**src/rtl/dac_trigger_sequencer.sv**
```systemverilog
// dac_trigger_sequencer
// Issues synchronous trigger pulses to a bank of DAC channel controllers.
// A run fires a latched number of shots, either on a fixed cycle period
// (internal mode) or on rising edges of ext_trig separated by at least
// that period (external mode).
// Optional feature macro: DAC_TRIG_TIMESTAMP_EN adds ts_out/ts_valid, which
// stamp each shot with a free-running 64-bit cycle count.
module dac_trigger_sequencer #(
   parameter int NUM_CH = 8,
   parameter int PER_W  = 32,
   parameter int REP_W  = 16
) (
   input  logic              clk,
   input  logic              rst,
   input  logic              start,
   input  logic              abort,
   input  logic [NUM_CH-1:0] ch_enable,
   input  logic [REP_W-1:0]  shot_count,
   input  logic [PER_W-1:0]  shot_period,
   input  logic              ext_mode,
   input  logic              ext_trig,
   output logic [NUM_CH-1:0] trigger_out,
   output logic              busy,
   output logic              done,
   output logic [REP_W-1:0]  shot_index
`ifdef DAC_TRIG_TIMESTAMP_EN
   ,
   output logic [63:0]       ts_out,
   output logic              ts_valid
`endif
);

   typedef enum logic [1:0] {
      S_IDLE,
      S_ARMED,
      S_FIRE,
      S_HOLDOFF
   } state_t;

   state_t            state;
   state_t            state_nxt;
   logic [PER_W-1:0]  hold_cnt;
   logic [PER_W-1:0]  hold_cnt_nxt;
   logic              ext_q;
   logic              ext_edge;
   logic              accept_start;
   logic              hold_exit;
   logic              shots_left;
   logic              run_done;
   logic [NUM_CH-1:0] fire_mask;

   // Configuration captured when a run is accepted
   logic [NUM_CH-1:0] en_l;
   logic [REP_W-1:0]  count_l;
   logic [PER_W-1:0]  pm1_l;
   logic              ext_l;

   // A period of 0 behaves like 1; the holdoff counter stores P-1.
   function automatic logic [PER_W-1:0] period_m1(input logic [PER_W-1:0] p);
      return (p == '0) ? '0 : p - PER_W'(1);
   endfunction

   assign ext_edge     = ext_trig & ~ext_q;
   assign accept_start = (state == S_IDLE) & start & ~abort;
   assign shots_left   = (shot_index != count_l);
   assign hold_exit    = ((state == S_FIRE) && (pm1_l == '0)) ||
                         ((state == S_HOLDOFF) && (hold_cnt <= PER_W'(1)));
   // The first shot of an internal run fires before the latch is visible.
   assign fire_mask    = (state == S_IDLE) ? ch_enable : en_l;

   // Next-state decision; abort overrides everything, including completion.
   always_comb begin
      state_nxt    = state;
      hold_cnt_nxt = hold_cnt;
      run_done     = 1'b0;
      case (state)
         S_IDLE: begin
            if (accept_start) begin
               if (shot_count == '0) begin
                  run_done = 1'b1;
               end else if (ext_mode) begin
                  state_nxt = S_ARMED;
               end else begin
                  state_nxt = S_FIRE;
               end
            end
         end
         S_ARMED: begin
            if (ext_edge) state_nxt = S_FIRE;
         end
         S_FIRE: begin
            if (!hold_exit) begin
               state_nxt    = S_HOLDOFF;
               hold_cnt_nxt = pm1_l;
            end
         end
         S_HOLDOFF: begin
            if (!hold_exit) hold_cnt_nxt = hold_cnt - PER_W'(1);
         end
         default: state_nxt = S_IDLE;
      endcase
      if (hold_exit) begin
         if (shots_left) begin
            state_nxt = ext_l ? S_ARMED : S_FIRE;
         end else begin
            state_nxt = S_IDLE;
            run_done  = 1'b1;
         end
      end
      if (abort) begin
         state_nxt = S_IDLE;
         run_done  = 1'b0;
      end
   end

   // Run configuration latch; only meaningful while a run is active.
   always_ff @(posedge clk) begin
      if (accept_start) begin
         en_l    <= ch_enable;
         count_l <= shot_count;
         pm1_l   <= period_m1(shot_period);
         ext_l   <= ext_mode;
      end
   end

   // Sequencer state and registered outputs, decoded from the next state.
   always_ff @(posedge clk or negedge rst) begin
      if (!rst) begin
         state       <= S_IDLE;
         hold_cnt    <= '0;
         ext_q       <= 1'b0;
         trigger_out <= '0;
         busy        <= 1'b0;
         done        <= 1'b0;
         shot_index  <= '0;
      end else begin
         state       <= state_nxt;
         hold_cnt    <= hold_cnt_nxt;
         ext_q       <= ext_trig;
         busy        <= (state_nxt != S_IDLE);
         done        <= run_done;
         trigger_out <= (state_nxt == S_FIRE) ? fire_mask : '0;
         if (accept_start) begin
            shot_index <= (state_nxt == S_FIRE) ? REP_W'(1) : '0;
         end else if (state_nxt == S_FIRE) begin
            shot_index <= shot_index + REP_W'(1);
         end
      end
   end

`ifdef DAC_TRIG_TIMESTAMP_EN
   logic [63:0] ts_cnt;

   // Free-running cycle counter, wraps modulo 2^64.
   always_ff @(posedge clk or negedge rst) begin
      if (!rst) ts_cnt <= '0;
      else      ts_cnt <= ts_cnt + 64'd1;
   end

   // Stamp each shot with the counter value of its FIRE cycle.
   always_ff @(posedge clk or negedge rst) begin
      if (!rst) begin
         ts_out   <= '0;
         ts_valid <= 1'b0;
      end else begin
         ts_valid <= (state_nxt == S_FIRE);
         if (state_nxt == S_FIRE) ts_out <= ts_cnt + 64'd1;
      end
   end
`endif

endmodule

```
**config.mk**
```make
export PLATFORM = sky130hd
export DESIGN_NAME = dac_trigger_sequencer
export DESIGN_NICKNAME = d
export VERILOG_FILES = /design/src/rtl/dac_trigger_sequencer.sv
export SDC_FILE = /design/constraint.sdc
export NUM_CORES = 1
export LEC_CHECK = 0
export BUFFER_PORTS_ARGS = -buffer_cell sky130_fd_sc_hd__buf_2
export CORE_ASPECT_RATIO = 0.8
export CORE_MARGIN = 10
export CORE_UTILIZATION = 58
export DETAILED_ROUTE_END_ITERATION = 8
export HOLD_SLACK_MARGIN = 0.02
export PLACE_DENSITY = 0.91
export SYNTH_ARGS = -nofsm -noshare
export SYNTH_HDL_FRONTEND = slang
export SYNTH_SLANG_ARGS = --single-unit
```
**constraint.sdc**
```tcl
create_clock -name clk -period 3.8 [get_ports clk]
set_input_delay 0.19 -clock clk [delete_from_list [all_inputs] [get_ports clk]]
set_output_delay 0.19 -clock clk [all_outputs]
set_load 0.005 [all_outputs]
```
After elaboration in Yosys (flattened, before gate mapping)
Cells that the tools add are included.
Operators by class
  $add $sub $neg: 3
  order comparisons: 1
  eq/ne operators: 7
  multiplexer cells: 23
  bitwise logic cells: 5
  reduce and logical (&&, ||, !) cells: 11
Operator list (count)
  $logic_not A32 Y1: 2
  $mux W32: 2
  $pmux W32 S2: 1
  $sub A32 B1 Y32 const B: 2
  $le A32 B1 Y1 const B: 1
  $mux W16: 2
  $add A16 B1 Y16 const B: 1
  $logic_not A16 Y1: 1
  $mux W2: 8
  $mux W8: 2
  $ne A16 B16 Y1: 1
  $mux W1: 7
  $eq A2 B2 Y1 const B: 3
  $pmux W2 S3: 1
  $reduce_bool A2 Y1: 3
  $ne A2 B2 Y1 const B: 2
  $and A1 B1 Y1: 3
  $reduce_and A3 Y1: 1
  $eq A2 B1 Y1 const B: 1
  $logic_and A1 B1 Y1: 2
  $logic_not A2 Y1: 1
  $not A1 Y1: 2
  $logic_or A1 B1 Y1: 1
Storage, ports and cells
  flip-flop bits (word level): 118
  output and inout bits: 26

Depth between registers and ports, before layout
  depth in word-level cells: 10
  depth in mapped cells: 11
  depth with buffers taken out: 9

Least setup slack after synthesis
OpenSTA, ideal clock, no wires.
  kind: reg-to-reg
  from: reg state[1]
  to: reg count_l[0], enable pin
  setup time: 444 ps
  arrival: 2962 ps
  setup slack: 394 ps
  cell stages (with the launch flop): 5
  path buffers: 2
  period minus slack after synthesis: 3406 ps
  cells stage by stage: dfrtp_1 -> or4b_1 -> buf_2 -> inv_1 -> clkbuf_1
Between the ends
  longest elaborated chain between the ends: 3
RTL lines
  from (decl): line 40  | state_t state;
  from (signal assigned): line 137  | state <= state_nxt;
  $logic_not A2 Y1: line 64  | assign accept_start = (state == S_IDLE) & start & ~abort;
  $and A1 B1 Y1 (2 in series): line 64
  named net accept_start: line 46  | logic accept_start;
  to (signal assigned): line 120  | count_l <= shot_count;
  to (decl): line 54  | logic [REP_W-1:0] count_l;
The timed path passes the listed nets, and every way through them passes these cells.
A chain may end at the register's enable or synchronous reset.

Final worst setup path
  from: reg state[1]
  to: reg shot_index[6]
Between the ends
  longest elaborated chain between the ends: 9
  elaborated cells on any way between the ends: 18
RTL lines
  $logic_not A2 Y1: line 64, 76
  $and A1 B1 Y1 (2 in series): line 64
  $mux W2: line 78  | if (accept_start) begin
  $pmux W2 S3: line 76  | case (state)
  $mux W2: line 102  | if (hold_exit) begin
  $mux W2: line 110  | if (abort) begin
  $eq A2 B2 Y1: line 145  | end else if (state_nxt == S_FIRE) begin
  $reduce_bool A2 Y1 (no line)
  to (signal assigned): line 144  | shot_index <= (state_nxt == S_FIRE) ? REP_W'(1) : '0;
  to (signal assigned): line 146  | shot_index <= shot_index + REP_W'(1);
  to (decl): line 25  | output logic [REP_W-1:0] shot_index
Parallel ways exist; a longest one is shown, timed or not.

==> impl_metrics.py <==
metrics = {
    "outcome": {
        "run_status": "finished, final reports clean",
    },
    "global_route": {
        "track_usage_pct": 25.1,
        "gr-total-overflow": 0,
        "grt_pass1_wl_mm": 30.6,
        "grt_max_degree": 50,
        "antenna_found_initial": 0,
        "grt_pass1_vias": 5896,
    },
    "clocking": {
        "ctsResizeCount": 0,
        "clock_sinks": 118,
        "clk_pin_slew_ps": 70,
        "cts_tree": "yes",
        "cts-buffers-inserted": 17,
        "cts_max_path_buffers": 2,
        "clock_latency_ps": 430,
        "ctsHtreeMaxLevel": 4,
        "clockRootBuffer": "clkbuf_16",
    },
    "power_and_ir_drop": {
        "total_power_uw": 3830,
        "p_leak_uw": 0.00302,
        "p_per_area_nw_per_um2": 503,
        "ir_drop_uv": 324,
    },
    "synth": {
        "avgSynthCellArea_sq_um": 9.75,
        "synthTopCellsByArea": "edfxtp_1 (28%), dfrtp_1 (25%), nor2_1 (5.3%)",
        "synth_sequential_area_ratio_pct": 52.2,
        "syn_nets": 702,
        "netlist-cell-type-count": 60,
        "synth.top_cell.area_share_pct": 27.6,
        "syn_inst": 636,
        "synth_seq_cells": 118,
        "ys_warn_count": 0,
        "synth_area_sq_um": 6200,
        "synth-edff-count": 57,
        "synth_flop_cell": "dfrtp_1",
        "synth_top_area_cell": "edfxtp_1",
        "async_flop_share_pct": 51.7,
    },
    "final_layout": {
        "fillers": 596,
        "area_growth_pct": 22.8,
        "multi_input_area_sq_um": 2810,
        "antenna_cells": 0,
        "drive_gt1_share_pct": 18.2,
        "regArea_sq_um": 3240,
        "post-route-util_pct": 73.5,
        "fin_nets": 817,
        "layoutNonFillerInstCount": 904,
    },
    "die": {
        "io_pins": 88,
        "fp-row-count": 33,
        "die_area_sq_um": 15300,
        "initial_core_util_pct": 59.8,
        "dieHeight_um": 112,
        "core-area_sq_um": 10400,
        "die_x_um": 136,
    },
    "run": {
        "maxCapViolCount": 0,
    },
    "timing": {
        "worst-slew-pin-transition_ps": 1030,
        "rsz0062_at_grt": "false",
        "period_share_pct": 91.1,
        "fin_skew_ps": 11.8,
        "hold_viol_final": 0,
        "relSlewSlack_pct": 30.8,
        "setup_violations": 0,
        "final.setup.tns_ps": 0,
        "hold_ws_ps": 111,
        "finalCriticalPeriod_ps": 3460,
        "timing.fmax_mhz": 289,
        "slew_violations": 0,
    },
    "routing": {
        "routed_wl_mm": 19.1,
        "routed_via_density": 6.68,
        "via_count": 6037,
        "first_pass_iters": 7,
        "drcViolationCount": 0,
        "wl_per_cell_um": 21.1,
        "ant_nets": 0,
        "drt_iter0_drc": 1035,
    },
    "critical_path": {
        "critPathMaxFanout": 23,
        "crit_arrival_ps": 3820,
        "regToRegSetupSlack_ps": 340,
        "endpoint_kind": "flop",
        "start_kind": "flop",
        "required_ps": 4160,
        "crit_type": "flop to flop",
    },
    "placed_design": {
        "place_inst": 844,
        "routabilityCongestion": 0.926,
        "port_buffers": 87,
        "place_hpwl_mm": 12.0,
    },
    "min_path": {
        "hold_class": "input port to flop",
    },
}
-- logic make-up after synthesis --
kind of cell	synth area share, %
XOR/XNOR	6.36
AND/OR/NAND/NOR	21.9
AO/OA/AOI/OAI	15.5
flip-flops	52.2
adder cells (fa/ha/maj)	0.807
multiplexers	0.686
buffers and inverters	2.46
-- report_power, final --
| group | switching [uW] | internal, uW |
|---|---|---|
| Sequential | 208 | 1520 |
| Combinational | 316 | 226 |
| Clock | 637 | 924 |
| Total | 1160 | 2670 |
-- worst paths after layout --
check | start | cells after the start | endpoint
worst max-delay path | state[1] | 7 | shot_index[6]
worst min-delay path | shot_period[24] | 2 | pm1_l[24]
worst max register to register | state[1] | 7 | shot_index[6]
worst min register to register | hold_cnt[28] | 1 | hold_cnt[28]
max in group asynchronous | rst | 3 | hold_cnt[14]
min in group asynchronous | rst | 2 | shot_index[7]
-- critical path: stages, from the launching register on --
cell and delay, ps:
dfrtp_1 570, or4b_1 840, a41oi_2 400, a211o_2 300, inv_2 90, o21ai_2 760
o211ai_1 320, nand2_1 130
-- registers in the layout, indices dropped and copies added, names as in the netlist --
register	count
busy	1
ext_q	1
ext_l	1
en_l	8
count_l	16
done	1
state	2
shot_index	16
hold_cnt	32
pm1_l	32
trigger_out	8
-- final cells by class --
class	count	area share (%)
clock buffer	19	5.82
tap	140	2.30
timing repair buffer	123	10.4
multi-input combinational	481	36.9
clock inverter	13	1.58
sequential	118	42.5
inverter	10	0.493
-- cells in the final DEF (no fill, tap or decap), types with 5 or more instances in the layout --
cell and instances:
nand2b_1 10, edfxtp_1 57, or4_1 8, nor2_1 88, dfrtp_1 61, and3_1 5
o21ai_0 39, a21oi_1 47, clkbuf_16 17, nand4_1 7, nand2_1 53, xor2_1 24
nor4_1 27, nand3_1 15, a31oi_1 5, a22oi_1 9, inv_1 8, buf_2 87
o21ai_1 13, dlygate4sd3_1 28, buf_4 7, nor3_1 29, xnor2_1 21, or3_1 8
o22a_1 7
-- layer usage --
metal,part of all wire [%],up-vias,global-route usage (%)
li1,-,2587,-
met1,35,2758,29.2
met2,45,521,38.8
met3,13,171,9.58
met4,7.0,0,14.5
met5,0,-,0
-- timing repair --
action,CTS,global route
hold buffers,28,0
hold endpoints to repair,61,0
setup buffers,0,0
-- metrics by stage --
step	cell area, sq um	setup slack, ps
after global routing	7610	268
final	7610	337
after global placement	6770	937
after floorplan	6200	394
after detailed placement	6770	777
after CTS	7610	700
-- synth_stat cells (3+ instances only) --
cell	number
a21oi_1	47
a22oi_1	9
a2bb2oi_1	4
a31oi_1	5
a32oi_1	3
and2_1	4
and3_1	5
buf_2	8
clkbuf_1	18
dfrtp_1	61
edfxtp_1	57
ha_1	4
inv_1	9
nand2_1	53
nand2b_1	10
nand3_1	15
nand3b_1	3
nand4_1	7
nor2_1	88
nor2b_1	3
nor3_1	29
nor4_1	27
o211ai_1	4
o21ai_0	39
o21ai_1	13
o22a_1	7
o31ai_1	4
o41ai_1	3
or3_1	8
or4_1	8
xnor2_1	21
xor2_1	24
No activity file was read; power rests on OpenSTA's default activity.
